$ cat src/rtl/tlc_multiway.sv
`default_nettype none
// ============================================================================
// Module   : tlc_multiway
// Brief    : N-approach round-robin traffic light controller with latched
//            pedestrian requests and an exclusive, counted-down WALK interval.
// Revision : 1.0 - initial release
// ============================================================================
module tlc_multiway #(
    parameter int N_DIR    = 2,
    parameter int CW       = 4,
    parameter int GREEN_T  = 8,
    parameter int YELLOW_T = 2,
    parameter int ALLRED_T = 1,
    parameter int WALK_T   = 5,
    localparam int PW      = (N_DIR > 1) ? $clog2(N_DIR) : 1
) (
    input  logic             clk,
    input  logic             reset,
    input  logic             tick,
    input  logic [N_DIR-1:0] ped_req,
    output logic [N_DIR-1:0] red,
    output logic [N_DIR-1:0] yellow,
    output logic [N_DIR-1:0] green,
    output logic [N_DIR-1:0] ped_walk,
    output logic [CW-1:0]    ped_count,
    output logic [PW-1:0]    phase
);

    localparam logic [1:0] c_GREEN   = 2'd0;
    localparam logic [1:0] c_YELLOW  = 2'd1;
    localparam logic [1:0] c_ALL_RED = 2'd2;
    localparam logic [1:0] c_WALK    = 2'd3;

    localparam logic [PW-1:0] c_LAST_PHASE = PW'(N_DIR - 1);
    localparam logic [CW-1:0] c_GREEN_LD   = CW'(GREEN_T - 1);
    localparam logic [CW-1:0] c_YELLOW_LD  = CW'(YELLOW_T - 1);
    localparam logic [CW-1:0] c_ALLRED_LD  = CW'(ALLRED_T - 1);
    localparam logic [CW-1:0] c_WALK_LD    = CW'(WALK_T - 1);

    logic [1:0]       r_state;
    logic [PW-1:0]    r_phase;
    logic [CW-1:0]    r_timer;
    logic [N_DIR-1:0] r_ped_latch;
    logic [N_DIR-1:0] r_walk_mask;

    logic             w_expire;
    logic             w_enter_walk;
    logic [PW-1:0]    w_phase_next;
    logic [N_DIR-1:0] w_latch_next;

    assign w_expire     = tick && (r_timer == '0);
    assign w_enter_walk = w_expire && (r_state == c_ALL_RED) && (|r_ped_latch);
    // Explicit wrap keeps non-power-of-two N_DIR inside the valid index range
    assign w_phase_next = (r_phase == c_LAST_PHASE) ? '0 : r_phase + 1'b1;
    // New requests are OR-ed after the clear, so a press on the entry edge survives
    assign w_latch_next = (w_enter_walk ? '0 : r_ped_latch) | ped_req;

    always_ff @(posedge clk) begin
        if (reset) begin
            r_state     <= c_ALL_RED;
            r_phase     <= c_LAST_PHASE;
            r_timer     <= c_ALLRED_LD;
            r_ped_latch <= '0;
            r_walk_mask <= '0;
        end else begin
            r_ped_latch <= w_latch_next;
            if (tick && (r_timer != '0)) begin
                r_timer <= r_timer - 1'b1;
            end else if (w_expire) begin
                case (r_state)
                    c_GREEN: begin
                        r_state <= c_YELLOW;
                        r_timer <= c_YELLOW_LD;
                    end
                    c_YELLOW: begin
                        r_state <= c_ALL_RED;
                        r_timer <= c_ALLRED_LD;
                    end
                    c_ALL_RED: begin
                        if (|r_ped_latch) begin
                            r_state     <= c_WALK;
                            r_timer     <= c_WALK_LD;
                            r_walk_mask <= r_ped_latch;
                        end else begin
                            r_state <= c_GREEN;
                            r_timer <= c_GREEN_LD;
                            r_phase <= w_phase_next;
                        end
                    end
                    default: begin
                        r_state <= c_GREEN;
                        r_timer <= c_GREEN_LD;
                        r_phase <= w_phase_next;
                    end
                endcase
            end
        end
    end

    always_comb begin
        green  = '0;
        yellow = '0;
        for (int i = 0; i < N_DIR; i++) begin
            if (r_phase == PW'(i)) begin
                green[i]  = (r_state == c_GREEN);
                yellow[i] = (r_state == c_YELLOW);
            end
        end
        red       = ~(green | yellow);
        ped_walk  = (r_state == c_WALK) ? r_walk_mask : '0;
        ped_count = (r_state == c_WALK) ? r_timer : '0;
    end

    assign phase = r_phase;

endmodule
`default_nettype wire

$ cat config.mk
export PLATFORM = sky130hd
export DESIGN_NAME = tlc_multiway
export DESIGN_NICKNAME = d
export VERILOG_FILES = /design/src/rtl/tlc_multiway.sv
export SDC_FILE = /design/constraint.sdc
export NUM_CORES = 1
export LEC_CHECK = 0
export BUFFER_PORTS_ARGS = -buffer_cell sky130_fd_sc_hd__buf_2
export CAP_MARGIN = 20
export CORE_MARGIN = 10
export CORE_UTILIZATION = 44
export CTS_CLUSTER_DIAMETER = 30
export DETAILED_ROUTE_END_ITERATION = 10
export HOLD_SLACK_MARGIN = 0.15
export PLACE_DENSITY_LB_ADDON = 0.2
export SETUP_SLACK_MARGIN = 0.15
export SKIP_CTS_REPAIR_TIMING = 1
export SYNTH_ARGS = -nofsm -noshare
export SYNTH_HDL_FRONTEND = slang
export SYNTH_SLANG_ARGS = --single-unit
$ cat constraint.sdc
create_clock -name clk -period 3.15 [get_ports clk]
set_input_delay 0.315 -clock clk [delete_from_list [all_inputs] [get_ports clk]]
set_output_delay 0.315 -clock clk [all_outputs]
set_load 0.05 [all_outputs]
**After elaboration in Yosys (flattened, before gate mapping)**

Index checks and enable logic that the tools add are counted.

- Add/subtract/negate cells: 2
- Equality and inequality tests: 4
- Mux-type cells: 16
- Bitwise operators: 5
- Reductions and logical operators: 13

Operators with widths:

| operator | number |
|---|---|
| $mux 4 | 3 |
| $pmux 3 s3 | 1 |
| $mux 2 | 4 |
| $reduce_and 4->1 | 2 |
| $mux 1 | 6 |
| $pmux 2 s3 | 1 |
| $eq 2x2->1 const B | 2 |
| $logic_and 1x1->1 | 4 |
| $logic_not 4->1 | 1 |
| $or 2x2->2 | 2 |
| $reduce_bool 4->1 | 1 |
| $reduce_or 2->1 | 2 |
| $sub 4x1->4 const B | 1 |
| $eq 2x1->1 const B | 1 |
| $logic_not 2->1 | 1 |
| $ne 2x2->1 const B | 1 |
| $not 1->1 | 2 |
| $not 2->2 | 1 |
| $pmux 1 s2 | 1 |
| $reduce_and 2->1 | 1 |
| $reduce_bool 2->1 | 1 |
| $add 1x1->1 const B | 1 |

- Bits in registers: 11
- Input port bits: 5
- Output and inout bits: 13
- Logic and storage cells: 45

**Logic depth before layout (Yosys ltp)**

Gate-level depths: netlist (run 1).

- Depth after elaboration: 6
- Gate-level depth with buffers: 5
- Gate-level depth less buffers: 5

**Worst setup path after synthesis (run 1)**

No wires, ideal clock.

- Path type: reg-to-output
- From: register r_phase (netlist: phase)
- To: output port green[1]
- Data arrival time: 1917 ps
- Data required time: 2835 ps
- Path slack: 918 ps
- Stages on the path, launching flop included: 3
- Buffers on the path: 0
- Cells stage by stage: dfxtp_1 nand2_1 nor2_1

- Word-level cells in the longest chain between the ends: 1

RTL lines:

| what | line | RTL |
|---|---|---|
| from (decl) | 41 | `logic [PW-1:0] r_phase;` |
| from (signal assigned) | 61 | `r_phase <= c_LAST_PHASE;` |
| from (signal assigned) | 87 | `r_phase <= w_phase_next;` |
| from (signal assigned) | 93 | `r_phase <= w_phase_next;` |
| $mux 1 | 104 | `if (r_phase == PW'(i)) begin` |
| to (decl) | 23 | `output logic [N_DIR-1:0] green,` |

Every way passes these cells.

**Worst setup path after layout (run 1)**

- From: register r_state[1]
- To: output port ped_count[1]

- Word-level cells in the longest chain between the ends: 2

RTL lines:

| what | line | RTL |
|---|---|---|
| from (decl) | 40 | `logic [1:0] r_state;` |
| from (signal assigned) | 60 | `r_state <= c_ALL_RED;` |
| from (signal assigned) | 72 | `r_state <= c_YELLOW;` |
| from (signal assigned) | 76 | `r_state <= c_ALL_RED;` |
| $eq 2x2->1 | 111 | `ped_count = (r_state == c_WALK) ? r_timer : '0;` |
| $mux 4 | 111 |  |
| to (decl) | 25 | `output logic [CW-1:0] ped_count,` |

Every way passes these cells.

==> flow_summary.json, run 1 <==
{
  "yosysWarnings": 0,
  "stdcell_count": 104,
  "slew_headroom_pct": 74.0,
  "grt_max_degree": 12,
  "power.total_uw": 488,
  "regToRegSetupSlack_ns": 1.61,
  "max_freq_ghz": 0.576,
  "period_share_pct": 55.2,
  "nNetsFinal": 97,
  "clock_path_buffers": 2,
  "synthTopCellsByArea": "dfxtp_1, and3_1, mux2i_1, nand2_1, nand4bb_4",
  "dieHeight_um": 57.3,
  "drive_above_1_share_pct": 28.1,
  "wl_met3_um": 107,
  "outcome": "completed",
  "place_inst": 100,
  "gp_congestion": 0.774,
  "cp.arrival_ns": 1.42,
  "worst-path-stages": 3,
  "skew_ns": 0.00298,
  "syn_area_um2": 613,
  "antenna_found_initial": 0,
  "grt_overflow": 0,
  "drt_iter0_drc": 11,
  "port_buffers": 17,
  "cp-end-kind": "output pin",
  "grt_usage_pct": 9.23,
  "cp_max_fo": 11,
  "drc": 0,
  "startpoint_type": "flip-flop",
  "grt_pass1_vias": 519,
  "synth.top_cells.by_count": "dfxtp_1, nand2_1, nor2_1, and3_1, inv_1",
  "antenna_cells": 0,
  "wl_met1_um": 732,
  "crit_end": "ped_count[1]",
  "slowest_delay_ns": 0.47,
  "synth_area_leader_cell": "dfxtp_1",
  "design.portCount": 18,
  "cts_root_buffer": "clkbuf_4",
  "p_per_area_nw_per_um2": 664,
  "path_clk_slew_ns": 0.07,
  "core-area_um2": 1300,
  "numCtsBuffers": 3,
  "cp-startpoint": "r_state[1]",
  "path_cells": "inv_1 -> nor3_1 -> buf_2",
  "r2r_cells": 5,
  "syn_inst": 70,
  "ys_seq_elements": 11,
  "synth_top_area_share_pct": 35.9,
  "htreeDepth": 1,
  "whs_ns": 0.240,
  "path_buf_inv": 2,
  "area_growth_pct": 19.8,
  "top_layer": "met4",
  "post-route-util_pct": 56.4,
  "wl_um": 1490,
  "synth.distinct_cells": 31,
  "dr.pass1.iters": 4,
  "hold_viol": 0,
  "final.min_clock_period_ns": 1.74,
  "hpwl_um": 1170,
  "synth_area_per_cell_um2": 8.76,
  "initial_utilization_pct": 47.1,
  "critPathSlowestCell": "dfxtp_1",
  "antenna_left": 0,
  "grt_pass1_wl_um": 2400,
  "synthArstFlopShare_pct": 0,
  "p_leak_uw": 0.000346,
  "cp.required_ns": 2.83,
  "r2r_start": "r_timer[0]",
  "vias_per_cell": 5.42,
  "dieArea_um2": 3290,
  "cap_violations": 0,
  "cts.sinks": 11,
  "rows": 13,
  "die_w_um": 57.3,
  "setup_violations": 0,
  "synth-seq-area-share_pct": 35.9,
  "synth_edf_count": 0,
  "rsz0062_at_grt": "no",
  "hold_class": "input port to flip-flop",
  "wl_per_cell_um": 14.3,
  "fin_setup_tns_ns": 0,
  "met2_length_um": 616,
  "tightest_slew_ns": 0.389,
  "min_from": "ped_req[0]",
  "synth-main-ff-cell": "dfxtp_1",
  "drv_slew": 0,
  "clock_latency_ns": 0.27,
  "synth_nets": 77,
  "vdd_drop_max_mv": 0.360,
  "via_count": 564,
  "worst-setup-path-type": "flip-flop to output pin",
  "reg2reg_to": "r_walk_mask[0]",
  "critical-path-top-delay-family": "buffers and inverters",
  "cts_tree": "built",
  "synth.most_common_cell": "dfxtp_1"
}
report_power, final:
part / total (uW) / internal [uW] / switching, uW
logic: 193 / 75.2 / 118
clock network: 97.4 / 49.1 / 48.3
registers: 197 / 165 / 32.2
total: 488 / 289 / 199
layout by cell type (no fill, tap or decap), types with 3 or more instances in the layout:
| master | instances |
|---|---|
| nand2_1 | 8 |
| buf_2 | 17 |
| mux2i_1 | 3 |
| clkbuf_4 | 3 |
| inv_1 | 5 |
| dfxtp_1 | 11 |
| nor3_1 | 3 |
| nor2_1 | 7 |
| and3_1 | 5 |
worst min path at each step:
stage                                 to  cells after the start
after floorplan               r_state[0]                      1
after global placement    r_walk_mask[1]                      2
after detailed placement  r_walk_mask[0]                      2
after CTS                 r_ped_latch[0]                      2
after global routing      r_ped_latch[0]                      2
final                     r_ped_latch[0]                      2
routing by layer:
| layer | track usage, % | vias to the layer above |
|---|---|---|
| met3 | 4.65 | 4 |
| met5 | 0 | - |
| met4 | 6.04 | 0 |
| li1 | - | 291 |
| met1 | 10.5 | 253 |
| met2 | 13.2 | 16 |
sequential cells by signal (all words and copies together), names as in the netlist:
name,count
r_timer,4
phase,1
r_ped_latch,2
r_walk_mask,2
r_state,2
layout make-up:
cell class	instances	area, um2
clock buffer	4	26.3
fill	122	567
inverter	5	18.8
multi-input combinational	52	365
sequential	11	220
tap	15	18.8
timing repair buffer	17	85.1
stage by stage:
step                worst slack (ns)  cell area (um2)
floorplan                      0.918              613
global placement                1.65              708
detailed placement              1.64              708
CTS                             1.43              734
global route                    1.27              734
finish                          1.41              734
worst register-to-register path: stages (launching register included):
cell       delay (ns)
dfxtp_1          0.33
inv_1            0.10
ha_1             0.28
nand4bb_4        0.17
or3_4            0.42
mux2i_1          0.12
kinds of logic (layout without fill, tap and decap cells):
family	Yosys count	in the layout	share of synthesized area, %
mux	3	3	4.90
compound gates	13	13	15.5
xor+xnor	1	1	1.43
flops	11	11	35.9
fa+ha+maj	2	2	4.08
simple gates	33	33	33.7
buf+inv	7	26	4.49
Note: power is estimated with default switching activity, not from simulation.
==> inputs of run 2 (changes only) <==
--- a/config.mk
+++ b/config.mk
@@ -5,6 +5,7 @@
 export SDC_FILE = /design/constraint.sdc
 export NUM_CORES = 1
 export LEC_CHECK = 0
+export ABC_AREA = 1
 export BUFFER_PORTS_ARGS = -buffer_cell sky130_fd_sc_hd__buf_2
 export CAP_MARGIN = 20
 export CORE_MARGIN = 10
==> constraint.sdc (replaced) <==
create_clock -name clk -period 1.52 [get_ports clk]
set_input_delay 0.152 -clock clk [delete_from_list [all_inputs] [get_ports clk]]
set_output_delay 0.152 -clock clk [all_outputs]
set_load 0.05 [all_outputs]
==> flow_summary.json, run 2 <==
{
  "outcome": "completed",
  "fin_setup_tns_ns": 0,
  "grt_max_degree": 9,
  "vias_per_cell": 4.74,
  "grt_pass1_wl_um": 2530,
  "cts.sinks": 11,
  "synth-seq-area-share_pct": 34.9,
  "dieArea_um2": 3350,
  "numCtsBuffers": 3,
  "area_growth_pct": 32.9,
  "initial_utilization_pct": 47.4,
  "synth_top_area_share_pct": 34.9,
  "dieHeight_um": 57.9,
  "cp_max_fo": 5,
  "p_per_area_nw_per_um2": 1380,
  "hpwl_um": 1140,
  "ys_seq_elements": 11,
  "gp_congestion": 0.805,
  "synthTopCellsByArea": "dfxtp_1, nand2_1, nor2_1, inv_1, a21oi_1",
  "grt_pass1_vias": 593,
  "stdcell_count": 136,
  "cp.required_ns": 1.37,
  "rsz0062_at_grt": "no",
  "vdd_drop_max_mv": 0.662,
  "final_cell_mix": "nand2_1, nor2_1, inv_1",
  "synth.distinct_cells": 14,
  "wl_um": 1540,
  "cp-end-kind": "output pin",
  "path_cells": "inv_2 -> nand2_1 -> nor2_2 -> buf_6",
  "drv_slew": 0,
  "synth_edf_count": 0,
  "period_share_pct": 88.4,
  "drt_iter0_drc": 12,
  "largest_register": "r_timer",
  "layout_commonest_cell": "nand2_1",
  "p_leak_uw": 0.000426,
  "syn_area_um2": 632,
  "setup_violations": 0,
  "final.min_clock_period_ns": 1.34,
  "synth.most_common_cell": "nand2_1",
  "critical-path-top-delay-family": "flip-flops",
  "max_freq_ghz": 0.745,
  "hold_class": "input port to flip-flop",
  "synthArstFlopShare_pct": 0,
  "path_clk_slew_ns": 0.07,
  "rows": 13,
  "largest_reg_flops": 4,
  "die_w_um": 57.9,
  "via_count": 645,
  "fillers": 129,
  "grt_usage_pct": 9.45,
  "synth_area_per_cell_um2": 6.51,
  "clock_path_buffers": 2,
  "skew_ns": 0.00259,
  "cts_tree": "built",
  "cap_violations": 0,
  "clock_latency_ns": 0.27,
  "startpoint_type": "flip-flop",
  "syn_inst": 97,
  "path_buf_inv": 2,
  "synth_nets": 104,
  "slowest_delay_ns": 0.34,
  "yosysWarnings": 0,
  "design.portCount": 18,
  "synth-main-ff-cell": "dfxtp_1",
  "nNetsFinal": 129,
  "port_buffers": 17,
  "worst-setup-path-type": "flip-flop to output pin",
  "antenna_cells": 0,
  "synth_area_leader_cell": "dfxtp_1",
  "core-area_um2": 1330,
  "grt_overflow": 0,
  "htreeDepth": 1,
  "cts_root_buffer": "clkbuf_4",
  "antenna_left": 0,
  "synth.top_cells.by_count": "nand2_1, nor2_1, inv_1, dfxtp_1, a21oi_1",
  "drive_above_1_share_pct": 33.1,
  "place_inst": 129,
  "dr.pass1.iters": 4,
  "drc": 0,
  "critPathSlowestCell": "dfxtp_2",
  "slew_headroom_pct": 83.0,
  "antenna_found_initial": 0,
  "wl_per_cell_um": 11.3,
  "cp.arrival_ns": 1.19,
  "hold_viol": 0,
  "tightest_slew_ns": 0.257
}
[run 2: path summary, 6_finish.rpt]
kind,from,end,slack [ns],cells after the start
hold / removal,tick,r_timer[1],0.14,2
setup / recovery,r_state[1],yellow[0],0.18,4
hold reg to reg,r_ped_latch[0],r_ped_latch[0],0.49,2
setup reg to reg,r_timer[1],r_state[1],0.28,7
[run 2: layout make-up]
| type | instances | area [um2] | area share [%] |
|---|---|---|---|
| Multi-Input combinational cell | 69 | 370 | 44.1 |
| Sequential cell | 11 | 224 | 26.7 |
| Timing Repair Buffer | 20 | 136 | 16.2 |
| Inverter | 17 | 63.8 | 7.60 |
| Clock buffer | 4 | 26.3 | 3.13 |
| Tap cell | 15 | 18.8 | 2.24 |
[run 2: power breakdown]
part / switching [uW] / internal, uW
clock: 100 / 102
combinational: 375 / 174
sequential: 53.2 / 354
[run 2: metrics by stage]
stage          utilization (%)  hold slack (ns)  power (uW)  setup slack, ns  cell area, um2
3_3_place_gp              56.4            0.386         937            0.299             752
3_5_place_dp              56.4            0.389         945            0.273             752
5_1_grt                   62.9            0.152        1260            0.117             840
4_1_cts                   58.3           0.0907        1150           0.0384             778
6_report                  62.9            0.139        1160            0.177             840
2_1_floorplan                -            0.221         842            0.164             648
[run 2: logic make-up (layout without fill, tap and decap cells)]
logic type | after synthesis | in the layout | synth area share, %
AND/OR/NAND/NOR | 54 | 54 | 39.6
buffers and inverters | 17 | 41 | 10.1
AO/OA/AOI/OAI | 11 | 11 | 8.71
flip-flops | 11 | 11 | 34.9
adder cells (fa/ha/maj) | 2 | 2 | 3.96
XOR/XNOR | 2 | 2 | 2.77
[run 2: metal layers]
| metal | share of wire [%] | global-route usage [%] | routed length (um) | vias up |
|---|---|---|---|---|
| li1 | - | - | - | 341 |
| met2 | 49 | 14.3 | 760 | 12 |
| met3 | 7.0 | 4.58 | 108 | 6 |
| met1 | 41 | 10.3 | 629 | 286 |
| met4 | 2.8 | 6.04 | 43 | 0 |
| met5 | 0 | 0 | 0 | - |
